[src/rtl/uart_rx_pkg.sv]
// Shared types and constants for the UART receive front end.
package uart_rx_pkg;

    typedef enum logic [1:0] {
        IDLE,
        START,
        DATA,
        STOP
    } rx_state_t;

    localparam int RX_DATA_BITS = 8;

    function automatic int baud_cnt_w(input int n);
        return (n < 2) ? 1 : $clog2(n);
    endfunction

endpackage

[src/rtl/sync_2ff.sv]
// Generic single-bit two-flop synchronizer for asynchronous tile inputs.
module sync_2ff #(
    parameter logic RESET_VAL = 1'b1
) (
    input  logic clk,
    input  logic rst_n,
    input  logic d,
    output logic q
);

    logic meta;

    always_ff @(posedge clk) begin
        if (!rst_n) begin
            meta <= RESET_VAL;
            q    <= RESET_VAL;
        end else begin
            meta <= d;
            q    <= meta;
        end
    end

endmodule

[src/rtl/uart_rx_frontend.sv]
// 8N1 UART receiver presenting bytes to the user core over valid/ready,
// with framing-error pulse and sticky overrun flag.
module uart_rx_frontend
    import uart_rx_pkg::*;
#(
    parameter int CLKS_PER_BIT = 16
) (
    input  logic       clk,
    input  logic       rst_n,
    input  logic       ena,
    input  logic       rx,
    output logic [7:0] data_out,
    output logic       data_valid,
    input  logic       data_ready,
    output logic       frame_err,
    output logic       overrun
);

    localparam int BW  = baud_cnt_w(CLKS_PER_BIT);
    localparam int BCW = $clog2(RX_DATA_BITS);
    localparam int H   = CLKS_PER_BIT / 2;

    localparam logic [BW-1:0]  BAUD_LAST = BW'(CLKS_PER_BIT - 1);
    localparam logic [BW-1:0]  HALF_LAST = BW'(H - 1);
    localparam logic [BCW-1:0] BIT_LAST  = BCW'(RX_DATA_BITS - 1);

    logic rx_s;

    sync_2ff #(.RESET_VAL(1'b1)) u_rx_sync (
        .clk   (clk),
        .rst_n (rst_n),
        .d     (rx),
        .q     (rx_s)
    );

    rx_state_t state, next_state;

    logic [BW-1:0]           baud_cnt;
    logic [BCW-1:0]          bit_cnt;
    logic [RX_DATA_BITS-1:0] shift_reg;
    logic                    break_wait;
    logic                    stop_evt;
    logic                    stop_ok;

    logic baud_clr;
    logic baud_inc;
    logic bit_shift;
    logic stop_take;

    always_ff @(posedge clk) begin
        if (!rst_n) begin
            state <= IDLE;
        end else begin
            state <= next_state;
        end
    end

    always_comb begin
        next_state = state;
        baud_clr   = 1'b0;
        baud_inc   = 1'b0;
        bit_shift  = 1'b0;
        stop_take  = 1'b0;
        if (!ena) begin
            next_state = IDLE;
            baud_clr   = 1'b1;
        end else begin
            case (state)
                IDLE: begin
                    if (!rx_s && !break_wait) begin
                        next_state = START;
                        baud_clr   = 1'b1;
                    end
                end
                START: begin
                    if (baud_cnt == HALF_LAST) begin
                        baud_clr   = 1'b1;
                        next_state = rx_s ? IDLE : DATA;
                    end else begin
                        baud_inc = 1'b1;
                    end
                end
                DATA: begin
                    if (baud_cnt == BAUD_LAST) begin
                        baud_clr  = 1'b1;
                        bit_shift = 1'b1;
                        if (bit_cnt == BIT_LAST) begin
                            next_state = STOP;
                        end
                    end else begin
                        baud_inc = 1'b1;
                    end
                end
                STOP: begin
                    if (baud_cnt == BAUD_LAST) begin
                        baud_clr   = 1'b1;
                        stop_take  = 1'b1;
                        next_state = IDLE;
                    end else begin
                        baud_inc = 1'b1;
                    end
                end
                default: next_state = IDLE;
            endcase
        end
    end

    // The stop-bit verdict is registered first, so the byte is delivered one
    // cycle after the stop sample; the shift register is quiet by then.
    always_ff @(posedge clk) begin
        if (!rst_n) begin
            baud_cnt   <= '0;
            bit_cnt    <= '0;
            shift_reg  <= '0;
            break_wait <= 1'b0;
            stop_evt   <= 1'b0;
            stop_ok    <= 1'b0;
        end else begin
            if (baud_clr) begin
                baud_cnt <= '0;
            end else if (baud_inc) begin
                baud_cnt <= baud_cnt + 1'b1;
            end

            if (state != DATA || !ena) begin
                bit_cnt <= '0;
            end else if (bit_shift) begin
                bit_cnt <= bit_cnt + 1'b1;
            end

            if (bit_shift) begin
                shift_reg <= {rx_s, shift_reg[RX_DATA_BITS-1:1]};
            end

            if (stop_take && !rx_s) begin
                break_wait <= 1'b1;
            end else if (ena && state == IDLE && rx_s) begin
                break_wait <= 1'b0;
            end

            stop_evt <= stop_take;
            if (stop_take) begin
                stop_ok <= rx_s;
            end
        end
    end

    logic accept;
    logic load;

    assign accept = data_valid && data_ready;
    assign load   = stop_evt && stop_ok;

    // Holding register: a same-cycle accept frees the slot for the new byte.
    always_ff @(posedge clk) begin
        if (!rst_n) begin
            data_out   <= '0;
            data_valid <= 1'b0;
            overrun    <= 1'b0;
            frame_err  <= 1'b0;
        end else begin
            frame_err <= stop_evt && !stop_ok;
            if (load) begin
                if (!data_valid || accept) begin
                    data_out   <= shift_reg;
                    data_valid <= 1'b1;
                    overrun    <= 1'b0;
                end else begin
                    overrun <= 1'b1;
                end
            end else if (accept) begin
                data_valid <= 1'b0;
                overrun    <= 1'b0;
            end
        end
    end

endmodule
[config.mk]
export PLATFORM = sky130hd
export DESIGN_NAME = uart_rx_frontend
export DESIGN_NICKNAME = d
export VERILOG_FILES = /design/src/rtl/uart_rx_pkg.sv /design/src/rtl/sync_2ff.sv /design/src/rtl/uart_rx_frontend.sv
export SDC_FILE = /design/constraint.sdc
export NUM_CORES = 1
export LEC_CHECK = 0
export ABC_AREA = 1
export CORE_UTILIZATION = 48
export CTS_BUF_LIST = sky130_fd_sc_hd__clkbuf_16
export DETAILED_ROUTE_END_ITERATION = 10
export PLACE_DENSITY = 0.8
export SLEW_MARGIN = 10
export SYNTH_ARGS = -nofsm -noshare
export SYNTH_HDL_FRONTEND = slang
export SYNTH_SLANG_ARGS = --single-unit
[constraint.sdc]
create_clock -name clk -period 1.4 [get_ports clk]
set_clock_uncertainty 0.15 [all_clocks]
set_input_delay 0.28 -clock clk [delete_from_list [all_inputs] [get_ports clk]]
set_output_delay 0.28 -clock clk [all_outputs]
set_load 0.05 [all_outputs]
==> Word level (Yosys, flattened, before mapping) <==
Index checks and enable logic that the tools add are counted.
Widths: inputs -> output; s select.
{ "word_totals": {"reg_bits": 33, "in_bits": 5, "out_inout_bits": 11, "wordCells": 80} }
{ "op_classes": {"add_sub_neg": 2, "eq_ne": 13, "mux": 27, "n_bitwise": 1, "n_reduce_logical": 24} }
{ "ops": {"columns": ["cell", "count"], "rows": [
  ["$mux 1", 18],
  ["$mux 2", 6],
  ["$ne 2x2->1 const B", 6],
  ["$pmux 2 s4", 1],
  ["$logic_and 1x1->1", 7],
  ["$reduce_and 2->1", 3],
  ["$reduce_or 2->1", 3],
  ["$logic_not 1->1", 5],
  ["$reduce_and 5->1", 1],
  ["$add 4x1->4 const B", 1],
  ["$eq 2x2->1 const B", 2],
  ["$eq 4x3->1 const B", 1],
  ["$eq 4x4->1 const B", 1],
  ["$reduce_bool 2->1", 2],
  ["$add 3x1->3 const B", 1],
  ["$eq 3x3->1 const B", 1],
  ["$pmux 1 s3", 1],
  ["$eq 2x1->1 const B", 1],
  ["$logic_not 2->1", 1],
  ["$logic_or 1x1->1", 2],
  ["$ne 2x1->1 const B", 1],
  ["$pmux 1 s2", 1],
  ["$not 1->1", 1]
]} }

==> Longest topological paths before layout <==
Gate-level depths: netlist (run 1).
{ "depth": {"ltp_word": 6, "depth_mapped": 9, "mapped_depth_nobuf": 9} }

==> Modules after synthesis <==
From an unflattened synthesis (run 1), not the netlist that was laid out.
{ "unflattened": {"hier_cells": 180, "area_unflattened_um2": 1363.8} }
{ "modules_own_cells": {"columns": ["mod", "instances", "cells_per_inst", "area_each_um2", "seq_area_each_um2"], "rows": [
  ["uart_rx_frontend", 1, 174, 1308.8, 620.6],
  ["sync_2ff", 1, 6, 55.1, 40.0]
]} }

==> Least setup slack after synthesis (run 1) <==
Ideal clock, no wire load.
{ "synth_timing": {"path_kind": "reg2reg", "startpoint": "reg data_valid", "endpoint": "reg data_out[0]", "setup_time_ns": 0.116, "arrival_time_ns": 1.269, "t_required_ns": 1.134, "path_slack_ns": -0.136, "path_stages_with_launch": 5, "n_path_buf": 0, "period_less_slack_ns": 1.536, "path_cell_list": "dfxtp_1 -> a21oi_1 -> inv_1 -> nor2_1 -> nor2_1"} }
{ "synth_between": {"elab_chain_cells": 3, "word_cells_on_any_way": 4, "classes_between": "4 x reduce/logical"} }
{ "synth_rtl": {"columns": ["item", "line", "text"], "rows": [
  ["start, declared", "uart_rx_frontend.sv:13", "output logic data_valid,"],
  ["start signal, assigned", "uart_rx_frontend.sv:158", "data_valid <= 1'b0;"],
  ["start signal, assigned", "uart_rx_frontend.sv:166", "data_valid <= 1'b1;"],
  ["start signal, assigned", "uart_rx_frontend.sv:172", "data_valid <= 1'b0;"],
  ["$logic_not 1->1 or $logic_and 1x1->1 (tied branches)", "uart_rx_frontend.sv:164, uart_rx_frontend.sv:151", null],
  ["$logic_or 1x1->1 (*)", "uart_rx_frontend.sv:164", "if (!data_valid || accept) begin"],
  ["$reduce_and 2->1 (no source line) (*)", null, null],
  ["end signal, assigned", "uart_rx_frontend.sv:165", "data_out <= shift_reg;"],
  ["end, declared", "uart_rx_frontend.sv:12", "output logic [7:0] data_out,"]
]} }
Mark *: on every way between the ends. The rest lies on a longest branch, timed or not.
A chain may end at the register's enable or synchronous reset.

==> Final worst setup path (run 1) <==
{ "layout_timing": {"startpoint": "in rst_n", "endpoint": "reg bit_cnt[2]"} }
{ "layout_between": {"elab_chain_cells": 2} }
{ "layout_rtl": {"columns": ["item", "line", "text"], "rows": [
  ["start, declared", "uart_rx_frontend.sv:9", "input logic rst_n,"],
  ["$not 1->1 (no source line)", null, null],
  ["$reduce_or 2->1 (no source line)", null, null],
  ["end signal, assigned", "uart_rx_frontend.sv:128", "bit_cnt <= bit_cnt + 1'b1;"],
  ["end, declared", "uart_rx_frontend.sv:39", "logic [BCW-1:0] bit_cnt;"]
]} }
Every way passes these cells.

==> results of run 1 <==
path summary, 6_finish.rpt:
kind	start	end	slack, ns
hold reg to reg	u_rx_sync.meta$_SDFF_PN1_	u_rx_sync.q$_SDFF_PN1_	0.29
hold / removal	data_ready	data_valid$_SDFFE_PN0P_	0.19
setup / recovery	rst_n	bit_cnt[2]$_SDFFE_PP0P_	-0.12
setup reg to reg	baud_cnt[1]$_SDFFE_PP0P_	shift_reg[7]$_SDFFE_PN0P_	-0.11
layout by cell type (no fill, tap or decap), types with 3 or more instances in the layout:
cell,count
nor2_1,41
dfxtp_1,30
nand2_1,24
buf_4,12
buf_12,11
inv_1,9
o21ai_0,8
a21oi_1,8
inv_2,7
o21ai_1,7
nand2_2,5
clkbuf_16,5
nor2_2,4
nand3_1,3
o21ai_2,3
dfxtp_2,3
clkdlybuf4s50_1,3
buf_6,3
cell type report:
cell class	count	share of cell area [%]
well taps	30	1.84
inverters	15	3.01
flip-flops and latches	33	32.6
repair inverters	1	0.184
clock inverters	3	1.84
multi-input cells	127	35.2
repair buffers	31	19.2
clock buffers	5	6.14
worst register-to-register path: stages (launching register included):
cell     delay [ns]
dfxtp_2        0.35
ha_4           0.17
nand3_4        0.12
nor2_4         0.18
nand2_4        0.13
inv_6          0.12
o21ai_2        0.06
a21oi_1        0.15
what timing repair did:
| action | in CTS | in global routing |
|---|---|---|
| pin swaps | 3 | 9 |
| gates resized for setup | 22 | 25 |
| endpoints found under the setup margin | 19 | 21 |
| cloned | 1 | 1 |
| buffers inserted | 1 | 0 |
power breakdown:
group	switching, uW	internal, uW
Sequential	4.12	945
Clock	383	825
Combinational	48.6	33.8
Total	435	1800
per-stage QoR:
step                      setup TNS (ns)  utilization [%]
final                             -0.968             79.4
after detailed placement           -7.09             68.2
after CTS                         -0.787             76.4
after global placement             -5.62             68.2
after global routing               -2.42             79.4
after floorplan                        0                -
routing by layer:
| metal | GRT usage [%] | share of wire, % | vias up | wire [um] |
|---|---|---|---|---|
| met5 | 0 | 0 | - | 0 |
| met4 | 19.2 | 4.4 | 0 | 167 |
| met2 | 50.6 | 54 | 56 | 2050 |
| met3 | 9.29 | 5.9 | 19 | 225 |
| li1 | - | - | 640 | - |
| met1 | 26.2 | 36 | 656 | 1360 |
cell families after synthesis:
logic type      synth area share, %
simple gates                   28.2
buf+inv                        5.64
xor+xnor                       1.94
flops                          48.8
compound gates                 12.6
fa+ha+maj                      2.78
==> summary.md, run 1 <==
| Metric | Value |
|---|---|
| CTS H-tree lvls | `2` |
| HPWL Detailed | `2280 um` |
| Crit share post-route | `108%` |
| Die Width | `55.1 um` |
| Core ar. | `2570 um2` |
| Clock Latency Late Sink | `0.28 ns` |
| Multi-input logic area | `just over 700 um2` |
| Synth area leaders | `dfxtp_1 49%, nor2_1 13%, nand2_1 8.3%` |
| CP Capture Type | `flip-flop` |
| Filler cells | `159` |
| Ports | `16` |
| Netlist Area Pre-Place | `around 1400 um2` |
| Arrival time worst endpoint | `1.58 ns` |
| Synthesized area per cell | `between 7 and 8 um2` |
| Via/cell ratio | `approximately 5.6` |
| RSZ-0062 raised after global routing | `true` |
| Die area | `3030 um2` |
| Worst Hold Path Cells | `4` |
| Synth area leader | `dfxtp_1` |
| DRT iter0 DRCs | `35` |
| Worst Hold Class | `in2reg` |
| Fin. max-slew vios | `0` |
| Leading register cell type out of synthesis | `dfxtp_1` |
| Setup CP Type | `in2reg` |
| Row count | `18` |
| Largest net degree at the start of global routing | `11` |
| Synth top area share | `48.8%` |
| Post-DRT Antenna Nets | `0` |
| CP top delay family | `simple AND/OR/NAND/NOR gates` |
| CTS Sinks | `33` |
| Hold buffers post-CTS | `0` |
| R2R depth | `7` |
| Number of enable flip-flop cells after synthesis | `0` |
| Yosys cell types | `24` |
| Clock slew at reported path FFs | `roughly 0.050 ns` |
| CTS tree | `done` |
| Tmin final | `1.52 ns` |
| Asr flop ratio synth | `0%` |
| Critical-path cell list | `clkdlybuf4s50_1 > nand2_1 > nor3_1 > o21ai_1 > nor2_1` |
| Crit path largest cell delay | `0.55 ns` |
| Maximum clock insertion buffer count | `2` |
| Sequential element share of the synthesized area | `48.8%` |
| Post-synth top cells | `46 x nor2_1, 33 x dfxtp_1, 30 x nand2_1` |
| Hold Slack | `~0.19 ns` |
| First-pass GRT wire length | `5710 um` |
| Total congestion overflow | `0` |
| Vias | `around 1400` |
| Cell with the most instances after synthesis | `nor2_1` |
| GRT Total Usage | `27.9%` |
| Area grow syn2layout | `50.7%` |
| Critical-path top delay cell | `clkdlybuf4s50_1` |
| Register area | `664 um2` |
| Root Buffer | `clkbuf_16` |
| N_diodes | `0` |
| Status | `finished, violations left` |
| P_leak | `0.000879 uW` |
| Mapped Cells | `about 180` |
| Finished Layout Cells | `245` |
| Yosys warning count | `0` |
| Number of buffers created by CTS | `5` |
| F_max | `0.660 GHz` |
| Router iterations before antenna repair | `4` |
| Cell area after layout | `2040 um2` |
| Layout cells sized above 1 | `approximately a third` |
| Failing checks | `negative setup slack` |
| Placed Area | `approximately 1800 um2` |
| Die height | `between 50 and 60 um` |
| DP Worst Slack | `-0.388 ns` |
| Vias in the first global route | `1366` |
| # port buffers | `15` |
| Dpl cells | `234` |
| Max FO, Critical Path | `3` |
| Power, Total | `roughly 2200 uW` |
| Worst path depth | `5` |
| Worst vdd ir | `about 1300 uV` |
| Synthesized flop and latch total | `33` |
| Fin. Hold Viols | `0` |
| WP buf/inv | `1` |
| Worst slew pin tran | `0.425 ns` |
| Initial antenna violation count | `0` |
| Post-Route WL | `~3800 um` |
| Slew margin rel. | `a little under three quarters` |
| Wire per inst | `15.5 um` |
| Max-cap violations | `0` |
| Critical path launch point type | `primary input` |
| # setup viols final | `18` |
| Nets@finish | `222` |
| Final Worst Setup Slack | `-0.116 ns` |
| Power per cell area | `1100 nW/um2` |
| Post-route DRC violation count | `0` |
| Syn_nets | `186` |
| GPL Wtd Cong | `about 0.96` |
| Initial core utilization | `52.7%` |
| Worst Path Required | `around 1.5 ns` |
Note: power is estimated with default switching activity, not from simulation.
==> run 2, diff against run 1 <==
Settings changed: MAX_ROUTING_LAYER set to met4.
==> run 2 against run 1 <==
Against the previous run: via count is 0.15% lower; count of clock-buffer cells in the layout stayed put; largest cell class unchanged; wire length is 1.3% lower; the flow still finishes with violations (negative setup slack); cell area is 0.25% lower; critical path depth is 2 higher; sequential share of layout area is 0.080 points higher.
==> summary.md, run 2 (synthesis results as in run 1) <==
| Metric | Value |
|---|---|
| Filler cells | `156 (was 159)` |
| Power, Total | `2250 uW (was 2240 uW)` |
| Tmin final | `1.54 ns (was 1.52 ns)` |
| F_max | `0.651 GHz (was 0.660 GHz)` |
| Core ar. | `2570 um2 (unchanged)` |
| Final Worst Setup Slack | `-0.135 ns (was -0.116 ns)` |
| Most frequent cells in the layout | `41 x nor2_1, 30 x dfxtp_1, 25 x nand2_1, 12 x buf_4, 11 x buf_12 (was 41 x nor2_1, 30 x dfxtp_1, 24 x nand2_1, 12 x buf_4, 11 x buf_12)` |
| Failing checks | `negative setup slack (unchanged)` |
| Nets@finish | `222 (unchanged)` |
| Total congestion overflow | `0 (unchanged)` |
| Vias | `1369 (was 1371)` |
| First-pass GRT wire length | `5710 um (about the same)` |
| Most Crowded Layer GR | `met2 (unchanged)` |
| Most common cell after layout, fill and taps aside | `nor2_1 (unchanged)` |
| RSZ-0062 raised after global routing | `true (unchanged)` |
| GPL Wtd Cong | `0.977 (was 0.959)` |
| Clock slew at reported path FFs | `0.05 ns (about the same)` |
| Worst vdd ir | `1240 uV (was 1260 uV)` |
| Max FO, Critical Path | `9 (was 3)` |
| Fin. Hold Viols | `0 (unchanged)` |
| HPWL Detailed | `2280 um (unchanged)` |
| CTS Sinks | `33 (unchanged)` |
| Max-cap violations | `0 (unchanged)` |
| Via/cell ratio | `5.59 (was 5.60)` |
| Crit share post-route | `110% (was 108%)` |
| CTS tree | `done (unchanged)` |
| Worst Hold Class | `in2reg (unchanged)` |
| Initial antenna violation count | `0 (unchanged)` |
| CP Capture Type | `flip-flop (unchanged)` |
| Worst Path Required | `1.45 ns (was 1.47 ns)` |
| Setup CP Type | `in2reg (unchanged)` |
| Clock Latency Late Sink | `0.28 ns (about the same)` |
| Hold buffers post-CTS | `0 (unchanged)` |
| Register area | `664 um2 (unchanged)` |
| Die height | `55.1 um (unchanged)` |
| Maximum clock insertion buffer count | `2 (unchanged)` |
| GRT Total Usage | `28.7% (was 27.9%)` |
| Die Width | `55.1 um (unchanged)` |
| Number of buffers created by CTS | `5 (unchanged)` |
| Initial core utilization | `52.7% (unchanged)` |
| Router iterations before antenna repair | `4 (unchanged)` |
| Arrival time worst endpoint | `1.58 ns (about the same)` |
| Multi-input logic area | `709 um2 (was 717 um2)` |
| # setup viols final | `18 (unchanged)` |
| N_diodes | `0 (unchanged)` |
| Grt met2 use | `50.4% (was 50.6%)` |
| Critical path launch point type | `primary input (unchanged)` |
| Critical-path cell list | `clkdlybuf4s50_1 > inv_2 > nor2_4 > nand2_4 > inv_6 > o21ai_2 > a21oi_1 (was clkdlybuf4s50_1 > nand2_1 > nor3_1 > o21ai_1 > nor2_1)` |
| Area grow syn2layout | `50.3% (was 50.7%)` |
| Critical-path top delay cell | `clkdlybuf4s50_1 (unchanged)` |
| Slew margin rel. | `75.5% (was 71.5%)` |
| Die area | `3030 um2 (unchanged)` |
| CTS H-tree lvls | `2 (unchanged)` |
| Post-DRT Antenna Nets | `0 (unchanged)` |
| TNS Setup | `-0.956 ns (was -0.968 ns)` |
| Root Buffer | `clkbuf_16 (unchanged)` |
| Fin. max-slew vios | `0 (unchanged)` |
| Worst slew pin tran | `0.364 ns (was 0.425 ns)` |
| # port buffers | `15 (unchanged)` |
| Vias in the first global route | `1360 (was 1366)` |
| DRT iter0 DRCs | `48 (was 35)` |
| Crit path largest cell delay | `0.55 ns (about the same)` |
| Row count | `18 (unchanged)` |
| GR Util met1 | `26.3% (was 26.2%)` |
| Post-route DRC violation count | `0 (unchanged)` |
| Ports | `16 (unchanged)` |
| Post-Route WL | `3760 um (was 3810 um)` |
| Power per cell area | `1110 nW/um2 (was 1100 nW/um2)` |
| Layout cells sized above 1 | `32.6% (unchanged)` |
| P_leak | `0.000879 uW (about the same)` |
| Largest net degree at the start of global routing | `11 (unchanged)` |
| Wire per inst | `15.3 um (was 15.5 um)` |
| Met3 usage | `9.29% (unchanged)` |
| Status | `finished, violations left (unchanged)` |
## run 2: worst paths after layout
path,startpoint,endpoint,slack (ns),depth (start not counted)
hold reg to reg,u_rx_sync.meta$_SDFF_PN1_,u_rx_sync.q$_SDFF_PN1_,0.28,1
hold / removal,data_ready,data_valid$_SDFFE_PN0P_,0.19,4
setup reg to reg,baud_cnt[1]$_SDFFE_PP0P_,shift_reg[7]$_SDFFE_PN0P_,-0.13,7
setup / recovery,ena,shift_reg[7]$_SDFFE_PN0P_,-0.14,7
## run 2: per-layer routing
metal | share of wire, % | vias to the layer above | wire length (um)
met3 | 5.6 | 24 | 209
met4 | 5.6 | 0 | 211
met5 | 0 | - | 0
met1 | 36 | 640 | 1340
li1 | - | 640 | -
met2 | 53 | 65 | 2000
## run 2: layout make-up
type,count,area share [%]
clock buffers,5,6.15
repair buffers,31,19.3
flip-flops and latches,33,32.7
repair inverters,1,0.308
multi-input cells,127,34.9
inverters,15,3.02
clock inverters,3,1.85
well taps,30,1.85
## run 2: where the power goes
group          leakage (uW)  internal [uW]  switching (uW)
clock network     0.0000826            826             396
logic              0.000528           34.4            48.8
registers          0.000268            944            4.06
total              0.000879           1800             448
## run 2: worst max-delay path, delay by kind of cell
| kind | cells | cell delay [ns] |
|---|---|---|
| buffers and inverters | 3 | 0.76 |
| AND/OR/NAND/NOR | 2 | 0.32 |
| AO/OA/AOI/OAI | 2 | 0.21 |
## run 2: repair_timing
action / in CTS / in global routing
pin swaps: 3 / 8
setup buffers: 1 / 0
cloned: 1 / 1
resized for setup: 22 / 25
setup endpoints to repair: 19 / 21
## run 2: through the flow
stage               setup slack, ns  area [um2]  hold slack, ns  cells  util (%)
floorplan                    0.0145        1370           0.237    178         -
global placement             -0.273        1750           0.257    234      68.2
detailed placement           -0.388        1750           0.252    234      68.2
CTS                         -0.0751        1960           0.286    244      76.4
global route                 -0.239        2030           0.235    245      79.2
finish                       -0.135        2030           0.190    245      79.2
